**config.mk**
```make
export PLATFORM = sky130hd
export DESIGN_NAME = rob_commit_ctrl
export DESIGN_NICKNAME = d
export VERILOG_FILES = /design/src/rtl/rob_commit_ctrl.sv
export SDC_FILE = /design/constraint.sdc
export NUM_CORES = 1
export LEC_CHECK = 0
export BUFFER_PORTS_ARGS = -buffer_cell sky130_fd_sc_hd__clkbuf_2
export CORE_UTILIZATION = 45
export CTS_CLUSTER_SIZE = 24
export DETAILED_ROUTE_END_ITERATION = 10
export GPL_TIMING_DRIVEN = 1
export PLACE_DENSITY = 0.76
export SLEW_MARGIN = 20
export SYNTH_ARGS = -nofsm -noshare
export SYNTH_HDL_FRONTEND = slang
export SYNTH_SLANG_ARGS = --single-unit
```
**constraint.sdc**
```tcl
create_clock -name clk -period 4.3 [get_ports clk]
set_input_delay 0.86 -clock clk [delete_from_list [all_inputs] [get_ports clk]]
set_output_delay 0.86 -clock clk [all_outputs]
set_load 0.005 [all_outputs]
```
**src/rtl/rob_commit_ctrl.sv**
```systemverilog
// rob_commit_ctrl: reorder-buffer commit sequencer.
// Inspects the ROB head each cycle and retires it when allowed. A retirement
// pops the ROB, optionally writes the register file and bumps instret.
// Stores with a clear commit bit are handed to the LSQ and waited on.
// Taken branches and jumps retire, then flush the pipeline for FLUSH_HOLD
// cycles while presenting the redirect PC.
//
// Ports:
//   clk, rst                   clock, asynchronous active-high reset
//   head_*                     ROB head entry fields
//   dmem_work                  data memory busy (blocks branch/jump commits)
//   store_done                 LSQ pulse: head store completed
//   rob_pop                    retire head this cycle (combinational)
//   rf_we/rf_rd/rf_data/rf_tag register file write port
//   store_go                   permission for the LSQ to perform the head store
//   flush, redirect_pc         pipeline flush and fetch redirect target
//   instret                    retired instruction count
module rob_commit_ctrl #(
    parameter int unsigned FLUSH_HOLD = 1,
    parameter int unsigned TAG_W      = 4
) (
    input  logic             clk,
    input  logic             rst,
    input  logic             head_valid,
    input  logic             head_commit,
    input  logic [6:0]       head_opcode,
    input  logic [4:0]       head_rds,
    input  logic [31:0]      head_val,
    input  logic             head_br_en,
    input  logic [31:0]      head_br_target,
    input  logic [TAG_W-1:0] head_tag,
    input  logic             dmem_work,
    input  logic             store_done,
    output logic             rob_pop,
    output logic             rf_we,
    output logic [4:0]       rf_rd,
    output logic [31:0]      rf_data,
    output logic [TAG_W-1:0] rf_tag,
    output logic             store_go,
    output logic             flush,
    output logic [31:0]      redirect_pc,
    output logic [63:0]      instret
);

    localparam logic [6:0] OpStore = 7'b0100011;
    localparam logic [6:0] OpBr    = 7'b1100011;
    localparam logic [6:0] OpJal   = 7'b1101111;
    localparam logic [6:0] OpJalr  = 7'b1100111;

    typedef enum logic [1:0] {StRun, StStWait, StFlush} state_e;

    state_e      state_q;
    logic [31:0] cnt_q;

    logic is_store, is_br, is_jump, is_ctl, mispredict;

    always_comb begin
        is_store   = (head_opcode == OpStore);
        is_br      = (head_opcode == OpBr);
        is_jump    = (head_opcode == OpJal) || (head_opcode == OpJalr);
        is_ctl     = is_br || is_jump;
        // Branches are predicted not-taken, so every jump is a mispredict.
        mispredict = (is_br && head_br_en) || is_jump;

        // Gated by rst so nothing retires while reset is held.
        rob_pop = !rst && (state_q == StRun) && head_valid && head_commit
                  && !(is_ctl && dmem_work);
        rf_we   = rob_pop && (head_rds != 5'd0) && !is_store && !is_br;
        rf_rd   = head_rds;
        rf_data = head_val;
        rf_tag  = head_tag;
    end

    always_ff @(posedge clk or posedge rst) begin
        if (rst) begin
            state_q     <= StRun;
            flush       <= 1'b0;
            store_go    <= 1'b0;
            redirect_pc <= 32'd0;
            instret     <= 64'd0;
            cnt_q       <= 32'd0;
        end else begin
            if (rob_pop) begin
                instret <= instret + 64'd1;
            end
            unique case (state_q)
                StRun: begin
                    if (rob_pop && mispredict) begin
                        state_q     <= StFlush;
                        flush       <= 1'b1;
                        redirect_pc <= head_br_target;
                        cnt_q       <= 32'(FLUSH_HOLD - 1);
                    end else if (head_valid && is_store && !head_commit) begin
                        state_q  <= StStWait;
                        store_go <= 1'b1;
                    end
                end
                StStWait: begin
                    // The ROB sets the commit bit on this same edge.
                    if (store_done) begin
                        state_q  <= StRun;
                        store_go <= 1'b0;
                    end
                end
                StFlush: begin
                    if (cnt_q == 32'd0) begin
                        state_q <= StRun;
                        flush   <= 1'b0;
                    end else begin
                        cnt_q <= cnt_q - 32'd1;
                    end
                end
                default: begin
                    state_q  <= StRun;
                    flush    <= 1'b0;
                    store_go <= 1'b0;
                end
            endcase
        end
    end

endmodule

```
==> key figures, run 1 <==
Logic synthesis
  – Post-synth ARST share: between 90% and 100%
  – Synth Instances: between 500 and 600
  – Unique cell type count in the Yosys netlist: 45
  – Post-synth EDFFs: 0
  – Area leader, netlist: dfrtp_1
  – Post-synth top area share: between 50% and 60%
  – Syn Std Cell Area: approximately 0.0063 mm2
  – Top cells by area, synth: dfrtp_1 52%, xnor2_1 6.8%, mux2_2 5.7%, xor2_1 5.4%, buf_4 4.9%
  – Main flop type after synthesis: dfrtp_1
  – Register area share after synthesis: 52.37%
  – Syn nets: approximately 670
  – Yosys warnings: 0
  – #FFs+latches synth: around 130
  – Syn Area/Cell: between 10 and 15 um2

Power
  – P_leak: between 0.003 and 0.004 uW
  – VDD IR-drop max: approximately 250 uV
  – Pwr dens: roughly 390 mW/mm2

Layout
  – Final std cells w/o fill: 885
  – Share of cells above drive strength 1: roughly a third
  – Ant. Diodes: 0
  – Fin util: between 50% and 60%
  – Area growth, synth to finish: 19.82%
  – Nets: around 790

Min path
  – Hold Crit Class: reg -> reg
  – HP Start: instret[10]

GRT
  – Wire length of the first global-routing pass: 23.48 mm
  – Largest net degree at the start of global routing: 62
  – GRT Total Usage: around a fifth
  – GRT overflow: 0
  – Initial antenna violation count: 0
  – Vias in the first global route: around 4,800

Worst setup path
  – Arrival @ worst endpoint: between 1500 and 2000 ps
  – Critical path class: reg -> out
  – Setup crit end kind: primary output
  – Max incr delay on CP: a little under 500 ps
  – Critical path fanouts, max: 7
  – Worst Path Required: between 3000 and 4000 ps
  – CP max stage cell: dfrtp_1
  – Reg2reg start: cnt_q[0]
  – CP startpoint: state_q[1]
  – Crit-path cells: nor4_1 -> nand2_1 -> nor3_1 -> clkbuf_2
  – Crit start category: register
  – Buf/Inv on CP: 1
  – Family with the most delay on the worst path: simple AND/OR/NAND/NOR gates

Clock network
  – Clock buffer depth: 2
  – H-tree depth: 4
  – Resize count post-CTS: 0
  – Clock Latency Late Sink: about 430 ps
  – Clk sinks: 132
  – Hold-fix buffers, CTS: 0
  – Post-CTS Setup Inserts: 0
  – Clock buffer count from CTS: 17
  – CTS tree: built
  – Clk slew on worst S/H paths: around 50 ps
  – CTS Root Buffer Type: clkbuf_16

STA
  – Period Utilization, post-route: 66.08%
  – Final Setup Violations: 0
  – Final hold vios: 0
  – Crit path time final: around 2800 ps
  – Relative slew slack: a little under two fifths
  – Fmax: 0.3519 GHz
  – RSZ-0062 raised after global routing: no
  – WHS: ~490 ps
  – Slew Limit Fails: 0
  – Setup_tns: 0 ps
  – Setup Skew: between 15 and 20 ps
  – Worst slew pin tran: between 900 and 1000 ps

Floorplan
  – Die area: between 0.01 and 0.015 mm2
  – I/O pin total: 228
  – Core area: approximately 0.013 mm2
  – Rows: 42
  – Initial Utilization: a little under half
  – Die X: about 120 um
  – Die height: between 100 and 150 um

Drt
  – Initial drt markers: roughly 300
  – DR pass1 iterations: 4
  – Antenna-violating nets left: 0
  – Vias per cell: between 5 and 6
  – Routed WL: ~14 mm
  – DRC: 0
  – Via count: approximately 4,700
  – WL/cell: 15.96 um

Placed design
  – Placer Congestion: 0.8063
  – Port bufs: roughly 160
  – Hpwl dp: between 10 and 15 mm
  – DP Cell Count: 853

Run status
  – Status: finished, final reports clean

Run
  – Max Cap Viol: 0
-- area by class of cell --
type                            instances  area [um2]
Tap cell                              176       220.2
Timing Repair Buffer                  159       818.3
Clock buffer                           23       488.0
Fill cell                            1164        5896
Inverter                               15       60.06
Clock inverter                          9       101.3
Sequential cell                       132        3303
Multi-Input combinational cell        371        2566
-- flip-flops by register name, summed over array words and instances, names as in the netlist --
register and cells:
instret 64, cnt_q 32, redirect_pc 32, store_go 1, flush 1, state_q 2
-- final timing paths --
kind | endpoint | slack, ps | cells after the start
min in group asynchronous | instret[5] | 640 | 2
max | rf_we | 1460 | 4
max reg2reg | cnt_q[20] | 1540 | 8
min reg2reg | instret[10] | 490 | 1
max in group asynchronous | redirect_pc[28] | 2780 | 3
min | instret[10] | 490 | 1
-- metrics by stage --
| step | setup slack (ps) | instance area [um2] | total power (uW) |
|---|---|---|---|
| after floorplan | 1719 | 6311 | 1468 |
| after detailed placement | 1160 | 6968 | 1506 |
| after CTS | 1433 | 7557 | 2938 |
| final | 1459 | 7557 | 2920 |
| after global placement | 1177 | 6968 | 1490 |
| after global routing | 1297 | 7557 | 3023 |
-- cell usage after synthesis, drive strengths merged (3+ instances only) --
cell    count
and3        6
nor3       27
o21ai       7
xnor2      49
buf        48
inv        15
and4        8
mux2       32
dfrtp     132
or4        11
nor4       13
nand4      11
and2        4
nand3      21
xor2       39
a21oi       8
nand2      33
nor3b       7
nor2       55
clkbuf     11
or3        15
nand2b      4
ha          3
-- metal layers --
layer / track usage [%] / wire length (um) / up-vias
li1: - / - / 2178
met1: 25.25 / 5853 / 2325
met2: 33.37 / 7020 / 163
met3: 6.132 / 893 / 36
met4: 10.96 / 362 / 0
met5: 0 / 0 / -
-- where the power goes --
part / leakage (uW) / switching (uW) / internal (uW)
sequential: 0.00166 / 37.6 / 1280
clock: 0.000293 / 522 / 909
combinational: 0.00170 / 100 / 72.7
total: 0.00365 / 660 / 2260
-- cells in the final DEF (no fill, tap or decap), types with 2 or more instances in the layout --
master and n:
a21oi_1 8, nand3_1 21, nor4b_1 2, nand3b_1 2, and4_1 8, buf_4 3, ha_1 3, nor2_1 55
xor2_1 39, clkbuf_2 155, or3_1 15, or4_1 7, and2_1 4, nor3b_1 7, clkinvlp_4 2, or2_2 2
inv_1 14, xnor2_1 49, mux2_2 32, clkbuf_16 17, clkbuf_8 4, clkbuf_1 2, clkinv_2 5, and3_1 6
o21ai_0 6, or4_4 4, nor3_1 25, nand2_1 33, nand4_1 11, nor3_2 2, nor4_1 12, bufinv_16 2
nand2b_1 4, dfrtp_1 132
-- cell families after synthesis --
kind of cell / Yosys count / synth area share, %
XOR/XNOR: 88 / 12.22
buffers and inverters: 74 / 7.022
flip-flops: 132 / 52.37
multiplexers: 33 / 5.872
AND/OR/NAND/NOR: 225 / 19.26
AO/OA/AOI/OAI: 22 / 2.658
adder cells (fa/ha/maj): 3 / 0.5952
No activity file was read; power rests on OpenSTA's default activity.
==> run 2: changes to the inputs <==
==> constraint.sdc (replaced) <==
create_clock -name clk -period 2.6 [get_ports clk]
set_input_delay 0.52 -clock clk [delete_from_list [all_inputs] [get_ports clk]]
set_output_delay 0.52 -clock clk [all_outputs]
set_load 0.005 [all_outputs]
==> run 2 against run 1 <==
Net effect: cell count increased by 1.5%; highest routed layer unchanged; clock power increased by 64%; critical path depth increased by 2; final area rose by 2.0%; largest power group unchanged; critical path type is now reg -> reg; hold slack worse by 230 ps; critical endpoint is now cnt_q[4]; flip-flop and latch count stayed put; non-clock buffer count increased by 13.
==> key figures, run 2 (same netlist as run 1, synthesis figures left out) <==
Worst setup path
  – Buf/Inv on CP: 1
  – Reg2reg start: cnt_q[7]
  – Max incr delay on CP: ~600 ps
  – Setup crit end kind: register
  – CP max stage cell: or4_4
  – R2R depth: 6
  – R2R setup slack: roughly 110 ps
  – Critical path fanouts, max: 6
  – Family with the most delay on the worst path: simple AND/OR/NAND/NOR gates
  – Crit-path cells: or4_4 -> or4_4 -> o31ai_4 -> buf_4 -> xor2_1 -> nor2_1
  – Arrival @ worst endpoint: about 2800 ps
  – Critical path class: reg -> reg
  – Worst Path Required: roughly 2900 ps
  – CP dominant cell by count: or4_4
  – Crit start category: register
  – FF-to-FF End: cnt_q[4]

Placed design
  – Hpwl dp: a little over 10 mm
  – Port bufs: 155
  – DP Cell Count: between 800 and 900
  – Placer Congestion: about 0.86

Drt
  – Initial drt markers: 293
  – Vias per cell: approximately 5.2
  – Via count: between 4,000 and 5,000
  – DR pass1 iterations: 5
  – DRC: 0
  – Routed WL: roughly 14 mm
  – Antenna-violating nets left: 0
  – WL/cell: about 16 um

Clock network
  – H-tree depth: 4
  – Clk sinks: 132
  – Hold-fix buffers, CTS: 0
  – CTS Root Buffer Type: clkbuf_16
  – CTS tree: built
  – Clk slew on worst S/H paths: 60 ps
  – Clock buffer depth: 2
  – Clock Latency Late Sink: around 420 ps
  – Clock buffer count from CTS: 17

STA
  – RSZ-0062 raised after global routing: no
  – Final Setup Violations: 0
  – Slew Limit Fails: 0
  – Relative slew slack: about half
  – Setup Skew: between 10 and 15 ps
  – Worst slew pin tran: between 700 and 800 ps
  – Crit path time final: about 2500 ps
  – Period Utilization, post-route: a little over nine tenths
  – Setup_tns: 0 ps
  – Final hold vios: 0
  – Fmax: roughly 0.40 GHz

Power
  – Combinational share of power: ~6.3%
  – Internal: approximately 3700 uW
  – Switch share: between 20 and 25%
  – Psw: 1124 uW
  – VDD IR-drop max: roughly 440 uV
  – Pwr dens: 628.3 mW/mm2
  – P_leak: about 0.0037 uW
  – Reg power frac: between 40% and 50%
  – Clock share of power: 48.6%

Floorplan
  – Core area: 0.01345 mm2
  – Die area: about 0.014 mm2
  – Initial Utilization: around 47%
  – Die height: between 100 and 150 um
  – Rows: 42
  – I/O pin total: 228
  – Die X: 120.4 um

Layout
  – Final std cells w/o fill: 898
  – Max reg flops: 64
  – Nets: roughly 800
  – Ant. Diodes: 0
  – Most common cell after layout, fill and taps aside: clkbuf_2
  – Reg with most FFs: instret
  – Area growth, synth to finish: 22.18%
  – Largest registers: instret x64, cnt_q x32, redirect_pc x32
  – Share of cells above drive strength 1: between 30% and 40%
  – Most frequent cells in the layout: 155 x clkbuf_2, 132 x dfrtp_1, 55 x nor2_1, 49 x xnor2_1, 39 x xor2_1
  – Fill cell total of the finished layout: between 1,000 and 1,500

Run
  – Max Cap Viol: 0

Min path
  – Hold Crit Class: in -> async

GRT
  – Wire length of the first global-routing pass: 23.38 mm
  – GRT Total Usage: around a fifth
  – GRT overflow: 0
  – Vias in the first global route: roughly 4,900
  – Initial antenna violation count: 0
  – Largest net degree at the start of global routing: 38

Run status
  – Status: finished, final reports clean
[run 2: cell types whose count changed in the layout (fill, tap and decap cells not counted), sizes merged]
cell,change
clkbuf,-3
buf,+13
clkinv,-1
inv,+2
clkinvlp,+2
[run 2: worst max-delay path by stage]
stage,startpoint,to,slack (ps),cells past startpoint
2_1_floorplan,cnt_q[15],cnt_q[3],180,7
3_3_place_gp,cnt_q[7],cnt_q[6],170,6
3_5_place_dp,rst,cnt_q[1],100,7
4_1_cts,cnt_q[7],cnt_q[6],110,6
5_1_grt,cnt_q[15],cnt_q[27],20,6
6_report,cnt_q[7],cnt_q[4],110,6
[run 2: per-stage QoR]
stage               util [%]  power [uW]  hold WS [ps]  worst slack [ps]  cell area (um2)
finish                 57.28        4842         259.7             109.1             7706
global route           57.28        5021         304.3             15.06             7706
CTS                    56.99        4870         246.4             107.9             7667
detailed placement     52.59        2499         481.4             96.98             7076
global placement       52.59        2480         472.8             169.2             7076
floorplan                  -        2428         464.7             182.0             6311
[run 2: power groups by stage]
stage | sequential (uW) | clock (uW) | combinational, uW
after CTS | 2180 | 2400 | 290
after detailed placement | 2210 | 0 | 288
after global routing | 2190 | 2480 | 349
after floorplan | 2190 | 0 | 236
after global placement | 2210 | 0 | 275
final | 2180 | 2350 | 305
[run 2: layout make-up]
class                      instances  area [um2]  share of cell area, %
sequential                       132        3303                  42.86
multi-input combinational        371        2596                  33.69
timing repair buffer             172       940.9                  12.21
clock buffer                      20       456.7                  5.926
tap                              176       220.2                  2.858
clock inverter                    12       128.9                  1.672
inverter                          15       60.06                 0.7793
[run 2: repair_timing]
action	4_1_cts	5_1_grt
pin swaps	0	1
gates resized for setup	1	3
gates cloned	0	0
endpoints found under the setup margin	2	7
buffers inserted	0	2
[run 2: routing by layer]
layer / GRT usage (%) / up-vias / share of wire [%]
met4: 11.19 / 0 / 2.8
met3: 5.047 / 38 / 5.5
met1: 25.02 / 2317 / 41
met5: 0 / - / 0
li1: - / 2198 / -
met2: 33.98 / 160 / 50
